===== config.mk =====
export PLATFORM = sky130hd
export DESIGN_NAME = axis_decim_fifo
export DESIGN_NICKNAME = d
export VERILOG_FILES = /design/src/rtl/iir_axis_pkg.sv /design/src/rtl/sync_fifo_fwft.sv /design/src/rtl/axis_decim_fifo.sv
export SDC_FILE = /design/constraint.sdc
export NUM_CORES = 1
export LEC_CHECK = 0
export CAP_MARGIN = 20
export CORE_ASPECT_RATIO = 0.8
export CORE_MARGIN = 4
export CORE_UTILIZATION = 59
export CTS_CLUSTER_DIAMETER = 100
export CTS_CLUSTER_SIZE = 30
export DETAILED_ROUTE_END_ITERATION = 12
export GPL_TIMING_DRIVEN = 0
export PLACE_DENSITY = 0.86
export SLEW_MARGIN = 10
export SYNTH_ARGS = -nofsm -noshare
export SYNTH_HDL_FRONTEND = slang
export SYNTH_SLANG_ARGS = --single-unit

===== constraint.sdc =====
create_clock -name clk -period 4.66 [get_ports clk]
set_input_delay 1.165 -clock clk [delete_from_list [all_inputs] [get_ports clk]]
set_output_delay 1.165 -clock clk [all_outputs]
set_load 0.05 [all_outputs]

===== src/rtl/iir_axis_pkg.sv =====
// iir_axis_pkg: sample type and width helper shared by the biquad and decimator stages
package iir_axis_pkg;
   localparam int SAMPLE_W = 16;
   typedef logic signed [SAMPLE_W-1:0] sample_t;
   function automatic int level_w(input int depth);
      return $clog2(depth) + 1;
   endfunction
endpackage


===== src/rtl/sync_fifo_fwft.sv =====
// sync_fifo_fwft: first-word-fall-through FIFO with separate level counter
// Ports: clk, rst_n (async active-low); i_push/i_data write side; i_pop read side;
//        o_data head word (raw, ungated); o_level occupancy; o_full/o_empty flags.
module sync_fifo_fwft
   import iir_axis_pkg::*;
#(
   parameter int DATA_W = 16,
   parameter int DEPTH  = 16
) (
   input  logic                      clk,
   input  logic                      rst_n,
   input  logic                      i_push,
   input  logic                      i_pop,
   input  logic [DATA_W-1:0]         i_data,
   output logic [DATA_W-1:0]         o_data,
   output logic [level_w(DEPTH)-1:0] o_level,
   output logic                      o_full,
   output logic                      o_empty
);
   localparam int AW = $clog2(DEPTH);
   localparam int LW = level_w(DEPTH);
   logic [DATA_W-1:0] r_mem [DEPTH];
   logic [AW-1:0]     r_wr_ptr;
   logic [AW-1:0]     r_rd_ptr;
   logic [LW-1:0]     r_level;
   always_ff @(posedge clk)
      if (i_push) r_mem[r_wr_ptr] <= i_data;
   // pointers wrap naturally because DEPTH is a power of two
   always_ff @(posedge clk or negedge rst_n)
      if (!rst_n) begin
         r_wr_ptr <= '0;
         r_rd_ptr <= '0;
         r_level  <= '0;
      end else begin
         if (i_push) r_wr_ptr <= r_wr_ptr + 1'b1;
         if (i_pop) r_rd_ptr <= r_rd_ptr + 1'b1;
         if (i_push != i_pop) r_level <= i_push ? r_level + 1'b1 : r_level - 1'b1;
      end
   assign o_data  = r_mem[r_rd_ptr];
   assign o_level = r_level;
   assign o_full  = r_level == LW'(DEPTH);
   assign o_empty = r_level == '0;
endmodule


===== src/rtl/axis_decim_fifo.sv =====
// axis_decim_fifo: keep one of every DECIM samples and buffer them toward an AXI-Stream master
// Ports: clk, rst_n (async active-low); s_axis_* strobe-style input (tready advisory);
//        m_axis_* AXI-Stream output with backpressure; fifo_level occupancy;
//        ovf sticky overflow flag, cleared by ovf_clr.
module axis_decim_fifo
   import iir_axis_pkg::*;
#(
   parameter int DATA_W = 16,
   parameter int DECIM  = 4,
   parameter int DEPTH  = 16
) (
   input  logic                      clk,
   input  logic                      rst_n,
   input  logic                      s_axis_tvalid,
   input  logic [DATA_W-1:0]         s_axis_tdata,
   output logic                      s_axis_tready,
   output logic                      m_axis_tvalid,
   output logic [DATA_W-1:0]         m_axis_tdata,
   input  logic                      m_axis_tready,
   output logic [level_w(DEPTH)-1:0] fifo_level,
   output logic                      ovf,
   input  logic                      ovf_clr
);
   localparam int PW = DECIM > 1 ? $clog2(DECIM) : 1;
   logic [PW-1:0]     r_phase;
   logic              r_ovf;
   logic              w_keep;
   logic              w_pop;
   logic              w_push;
   logic              w_drop;
   logic              w_full;
   logic              w_empty;
   logic [DATA_W-1:0] w_head;
   assign w_keep = s_axis_tvalid && r_phase == '0;
   assign w_pop  = !w_empty && m_axis_tready;
   // a full FIFO still accepts when the head leaves in the same cycle
   assign w_push = w_keep && (!w_full || w_pop);
   assign w_drop = w_keep && !w_push;
   // phase advances on every strobe, stored or dropped, so decimation stays time-aligned
   always_ff @(posedge clk or negedge rst_n)
      if (!rst_n) begin
         r_phase <= '0;
         r_ovf   <= 1'b0;
      end else begin
         if (s_axis_tvalid) r_phase <= r_phase == PW'(DECIM - 1) ? '0 : r_phase + 1'b1;
         if (w_drop) r_ovf <= 1'b1;
         else if (ovf_clr) r_ovf <= 1'b0;
      end
   sync_fifo_fwft #(.DATA_W(DATA_W), .DEPTH(DEPTH)) u_fifo (
      .clk     (clk),
      .rst_n   (rst_n),
      .i_push  (w_push),
      .i_pop   (w_pop),
      .i_data  (s_axis_tdata),
      .o_data  (w_head),
      .o_level (fifo_level),
      .o_full  (w_full),
      .o_empty (w_empty)
   );
   assign s_axis_tready = !w_full;
   assign m_axis_tvalid = !w_empty;
   assign m_axis_tdata  = w_empty ? '0 : w_head;
   assign ovf           = r_ovf;
endmodule


# Yosys cells after proc, flatten, opt, wreduce, memory -nomap -nowiden
# Memory sizes are Yosys's and may differ from the RTL's.
# Index checks and enable logic that the tools add are counted.
# word_totals
register_bits,16
ramBits,256
word_cells,32
mem_count,1
# memory_table
name,words,width,read_ports,rd_ports_with_merged_regs,write_ports,line_no,rtl
u_fifo.r_mem,16,16,1,0,1,sync_fifo_fwft.sv:22,logic [DATA_W-1:0] r_mem [DEPTH];
# op_classes
n_addsub,5
eq_ne,3
muxes,7
n_reduce_logical,11
# op_table
cell,n
$mux 16,1
$add 4x1->4 const B,2
$add 5x1->5 const B,1
$eq 5x5->1 const B,1
$logic_not 5->1,1
$mux 5,1
$sub 5x1->5 const B,1
$logic_and 1x1->1,4
$mux 1,4
$logic_not 1->1,3
$add 2x1->2 const B,1
$eq 2x2->1 const B,1
$logic_not 2->1,1
$mux 2,1
$reduce_bool 2->1,1
$logic_or 1x1->1,1
$ne 1x1->1,1

# Logic depth before layout (Yosys ltp)
# logic_depth
depth_word,8
depth_mapped,10
mapped_depth_nobuf,10

# Modules after synthesis
# A second synthesis with hierarchy kept.
# unflattened
cells_unflattened,524
hier_area_um2,10751.6
# by_module_without_submodules
module,n_inst,cells_per_inst,area_each_um2,seq_area_each_um2
sync_fifo_fwft,1,489,10458.8,8012.7
axis_decim_fifo,1,35,292.8,75.1

# Worst setup path before layout
# Ideal clock, no wire load.
# synth_timing
path_kind,register to output
from,"reg u_fifo.r_level[1], in the netlist u_fifo.o_level[1]"
to,out m_axis_tdata[10]
arrival_time_ns,2.805
t_required_ns,3.495
slack_ns,0.690
path_stages_with_launch,7
path_cell_list,dfrtp_1 > nor4_4 > nand2b_1 > clkbuf_1 > clkbuf_1 > o21ai_1 > a21oi_1
# synth_between
elab_chain_cells,2
# synth_lines
item,line_no,rtl
"start, declared",sync_fifo_fwft.sv:25,logic [LW-1:0] r_level;
"start signal, assigned",sync_fifo_fwft.sv:37,if (i_push != i_pop) r_level <= i_push ? r_level + 1'b1 : r_level - 1'b1;
$logic_not 5->1,sync_fifo_fwft.sv:42,assign o_empty = r_level == '0;
$mux 16,axis_decim_fifo.sv:62,assign m_axis_tdata = w_empty ? '0 : w_head;
"end, declared",axis_decim_fifo.sv:18,"output logic [DATA_W-1:0] m_axis_tdata,"
# Every way passes these cells.

# Worst setup path in the final report
# layout_timing
from,reg u_fifo.r_rd_ptr[1]
to,out m_axis_tdata[1]
# layout_between
elab_chain_cells,2
# layout_lines
item,line_no,rtl
"start, declared",sync_fifo_fwft.sv:24,logic [AW-1:0] r_rd_ptr;
"start signal, assigned",sync_fifo_fwft.sv:36,if (i_pop) r_rd_ptr <= r_rd_ptr + 1'b1;
$mem_v2 16x16,n/a,
$mux 16,axis_decim_fifo.sv:62,
# Every way passes these cells.

==> results.json <==
{
  "grt_overflow": 0,
  "min_period_over_period": 0.9730,
  "synth_ff_type": "edfxtp_1",
  "syn_nets": 541,
  "finalHoldViolations": 0,
  "maxSlewHeadroom": 0.2839,
  "cts.path.max_buffers": 3,
  "drc": 0,
  "ir_worst_vdd_uv": 577.8,
  "post_dp_cell_area_sq_mm": 0.01152,
  "critPathCaptureType": "output pin",
  "crit_type": "flip-flop to output pin",
  "fillers": 1122,
  "setup_tns_ns": 0,
  "switching_power_mw": 2.623,
  "p_per_area_mw_per_mm2": 608.3,
  "fin_crit_ns": 4.534,
  "post-synth-top-count-cell": "edfxtp_1",
  "avgSynthCellArea_sq_um": 21.21,
  "fin_area_sq_mm": 0.01190,
  "syn_area_sq_mm": 0.01079,
  "drt_iter0_markers": 586,
  "async_reset_ff_frac": 0.05882,
  "die_w_um": 159.2,
  "cp_max_fo": 10,
  "synth_cell_types": 39,
  "clock_skew_ns": 0.03528,
  "routed_wl_mm": 21.09,
  "vias": 5164,
  "hold_path_class": "flip-flop to flip-flop",
  "htreeDepth": 1,
  "ys_ff_latch": 272,
  "cts_num_sinks": 272,
  "path_clk_slew_ns": 0.11,
  "crit_arrival_ns": 3.37,
  "synth_common_cells": "edfxtp_1 (256), mux4_2 (64), a21oi_1 (19)",
  "cpPeakStageDelay_ns": 0.87,
  "clkLatencyLatePin_ns": 0.48,
  "worstMarginPinSlew_ns": 1.074,
  "area_growth_pct": 10.25,
  "synth_xor_area_frac": 0.007303,
  "ant_nets": 0,
  "max_freq_mhz": 220.6,
  "io_pins": 45,
  "synthCells": 509,
  "cts_root_buf": "clkbuf_16",
  "post_cts_buffers": 0,
  "whs_ns": 0.5345,
  "intPower_mw": 4.616,
  "path_cells": "buf_2 > buf_6 > buf_2 > mux4_2 > mux2i_1 > a21oi_1 > clkdlybuf4s50_1",
  "hpwl_mm": 13.62,
  "core_area_sq_mm": 0.01765,
  "dr.pass1.iters": 5,
  "start_kind": "flip-flop",
  "pwr-share-comb": 0.417,
  "yosys_warnings": 0,
  "cpMostUsedCell": "buf_2",
  "yosysTopAreaCellShare": 0.7122,
  "seq_area_frac_synth": 0.7493,
  "fp.dieH_um": 129.0,
  "worst_ep_required_time_ns": 3.49,
  "rsz0062_at_grt": "no",
  "numCtsBuffers": 13,
  "fp.dieArea_sq_mm": 0.02054,
  "via_per_inst": 6.471,
  "start_util": 0.6117,
  "setup_violations": 0,
  "cap_violations": 0,
  "antenna_found_initial": 0,
  "finalNetCount": 600,
  "crit_slowest_cell": "clkdlybuf4s50_1",
  "rows": 43,
  "drive_gt1_frac": 0.1990,
  "grt_max_degree": 32,
  "num_antenna_cells": 0,
  "synth_edf_count": 256,
  "wl_per_cell_um": 26.43,
  "cts_tree": "done",
  "synthAdderAreaFrac": 0.01345,
  "synth_mux_area_frac": 0.1702,
  "synth_top_cell_by_area": "edfxtp_1",
  "p_sw_frac": 0.3623,
  "leakagePower_nw": 3.803,
  "seqPwrFrac": 0.409,
  "synth_area_leaders": "edfxtp_1 (71%), mux4_2 (13%), dfrtp_1 (3.7%)",
  "grtUsageTotal": 0.2109,
  "gp_congestion": 0.8202,
  "grt_pass1_wl_mm": 32.10,
  "yosys.area_share.simple": 0.02191,
  "outcome": "finished, final reports clean",
  "synth_top_family_by_area": "multiplexers",
  "pwr-share-clk": 0.174,
  "grt_pass1_vias": 5318,
  "io_buffers": 44,
  "synth_compound_area_frac": 0.02469,
  "drv_slew": 0
}
## layout make-up
| cell class | count | area (sq um) | share of cell area |
|---|---|---|---|
| plain buffers | 25 | 117.6 | 0.009883 |
| well taps | 225 | 281.5 | 0.02366 |
| multi-input cells | 205 | 2564 | 0.2154 |
| clock inverters | 1 | 30.03 | 0.002523 |
| repair buffers | 44 | 445.4 | 0.03743 |
| inverters | 7 | 26.28 | 0.002208 |
| flip-flops and latches | 272 | 8088 | 0.6796 |
| clock buffers | 19 | 347.8 | 0.02923 |
## critical path, delay by kind of cell, from the launching register on
kind | cells | cell delay, ns
buffers and inverters | 4 | 1.84
muxes | 2 | 0.34
DFF | 1 | 0.40
AOI/OAI and AO/OA | 1 | 0.30
## flip-flops by register name, indices dropped and copies added (netlist names)
name             count
u_fifo.r_wr_ptr      4
u_fifo.r_rd_ptr      4
ovf                  1
r_phase              2
u_fifo.o_level       5
u_fifo.r_mem       256
## layer usage
| layer | routed length, um | global-route usage | vias to the layer above |
|---|---|---|---|
| met5 | 0 | 0 | - |
| met4 | 408 | 0.04949 | 0 |
| met3 | 1308 | 0.02818 | 30 |
| met2 | 10520 | 0.3547 | 199 |
| met1 | 8855 | 0.3049 | 2734 |
| li1 | - | - | 2201 |
## stage by stage
step,cells,power [mW],util,setup WS [ns]
floorplan,509,5.125,-,0.6902
global placement,778,5.922,0.6526,0.5485
detailed placement,778,6.030,0.6526,0.4018
CTS,798,7.270,0.6740,0.1232
global route,798,7.547,0.6743,0.002428
finish,798,7.239,0.6743,0.1260
## power groups by stage
| stage | Combinational [mW] | Sequential, mW | Clock, mW |
|---|---|---|---|
| after floorplan | 2.06 | 3.06 | 0 |
| after global placement | 2.93 | 3.00 | 0 |
| after detailed placement | 3.02 | 3.01 | 0 |
| after CTS | 3.03 | 2.96 | 1.28 |
| after global routing | 3.20 | 2.98 | 1.37 |
| final | 3.02 | 2.96 | 1.26 |
## what timing repair did
item / 4_1_cts / 5_1_grt
gates resized for setup: 0 / 4
endpoints found under the setup margin: 0 / 3
hold buffers: 0 / 0
## cells by family (layout without fill, tap and decap cells)
kind of cell    after synthesis  after routing
mux                         101            101
simple gates                 38             38
fa+ha+maj                    11             11
xor+xnor                      9              9
compound gates               46             46
buf+inv                      32             96
flops                       272            272
## placed cells by master (no fill, tap or decap), drive strengths merged, types with 2 or more instances in the layout
cell,netlist,final
a21oi,19,19
and2,13,13
and4,4,4
buf,14,14
clkbuf,11,30
clkdlybuf4s50,0,42
dfrtp,16,16
dlymetal6s2s,0,2
edfxtp,256,256
ha,10,10
inv,7,7
mux2,20,20
mux2i,17,17
mux4,64,64
nand2,8,8
nand3,4,4
nor3b,2,2
o21ai,19,19
xnor2,8,8
## path summary, 6_finish.rpt
check,from,end,slack (ns),cells after the start
max,u_fifo.r_rd_ptr[1]$_DFFE_PN0P_,m_axis_tdata[1],0.13,7
min,ovf$_DFFE_PN0P_,ovf$_DFFE_PN0P_,0.53,2
max reg2reg,r_phase[0]$_DFFE_PN0P_,u_fifo.r_mem[5][11]$_DFFE_PP_,1.46,7
min reg2reg,ovf$_DFFE_PN0P_,ovf$_DFFE_PN0P_,0.53,2
max in group asynchronous,rst_n,r_phase[1]$_DFFE_PN0P_,2.99,1
min in group asynchronous,rst_n,u_fifo.o_level[2]$_DFFE_PN0P_,1.15,1
Note: power is estimated with default switching activity, not from simulation.
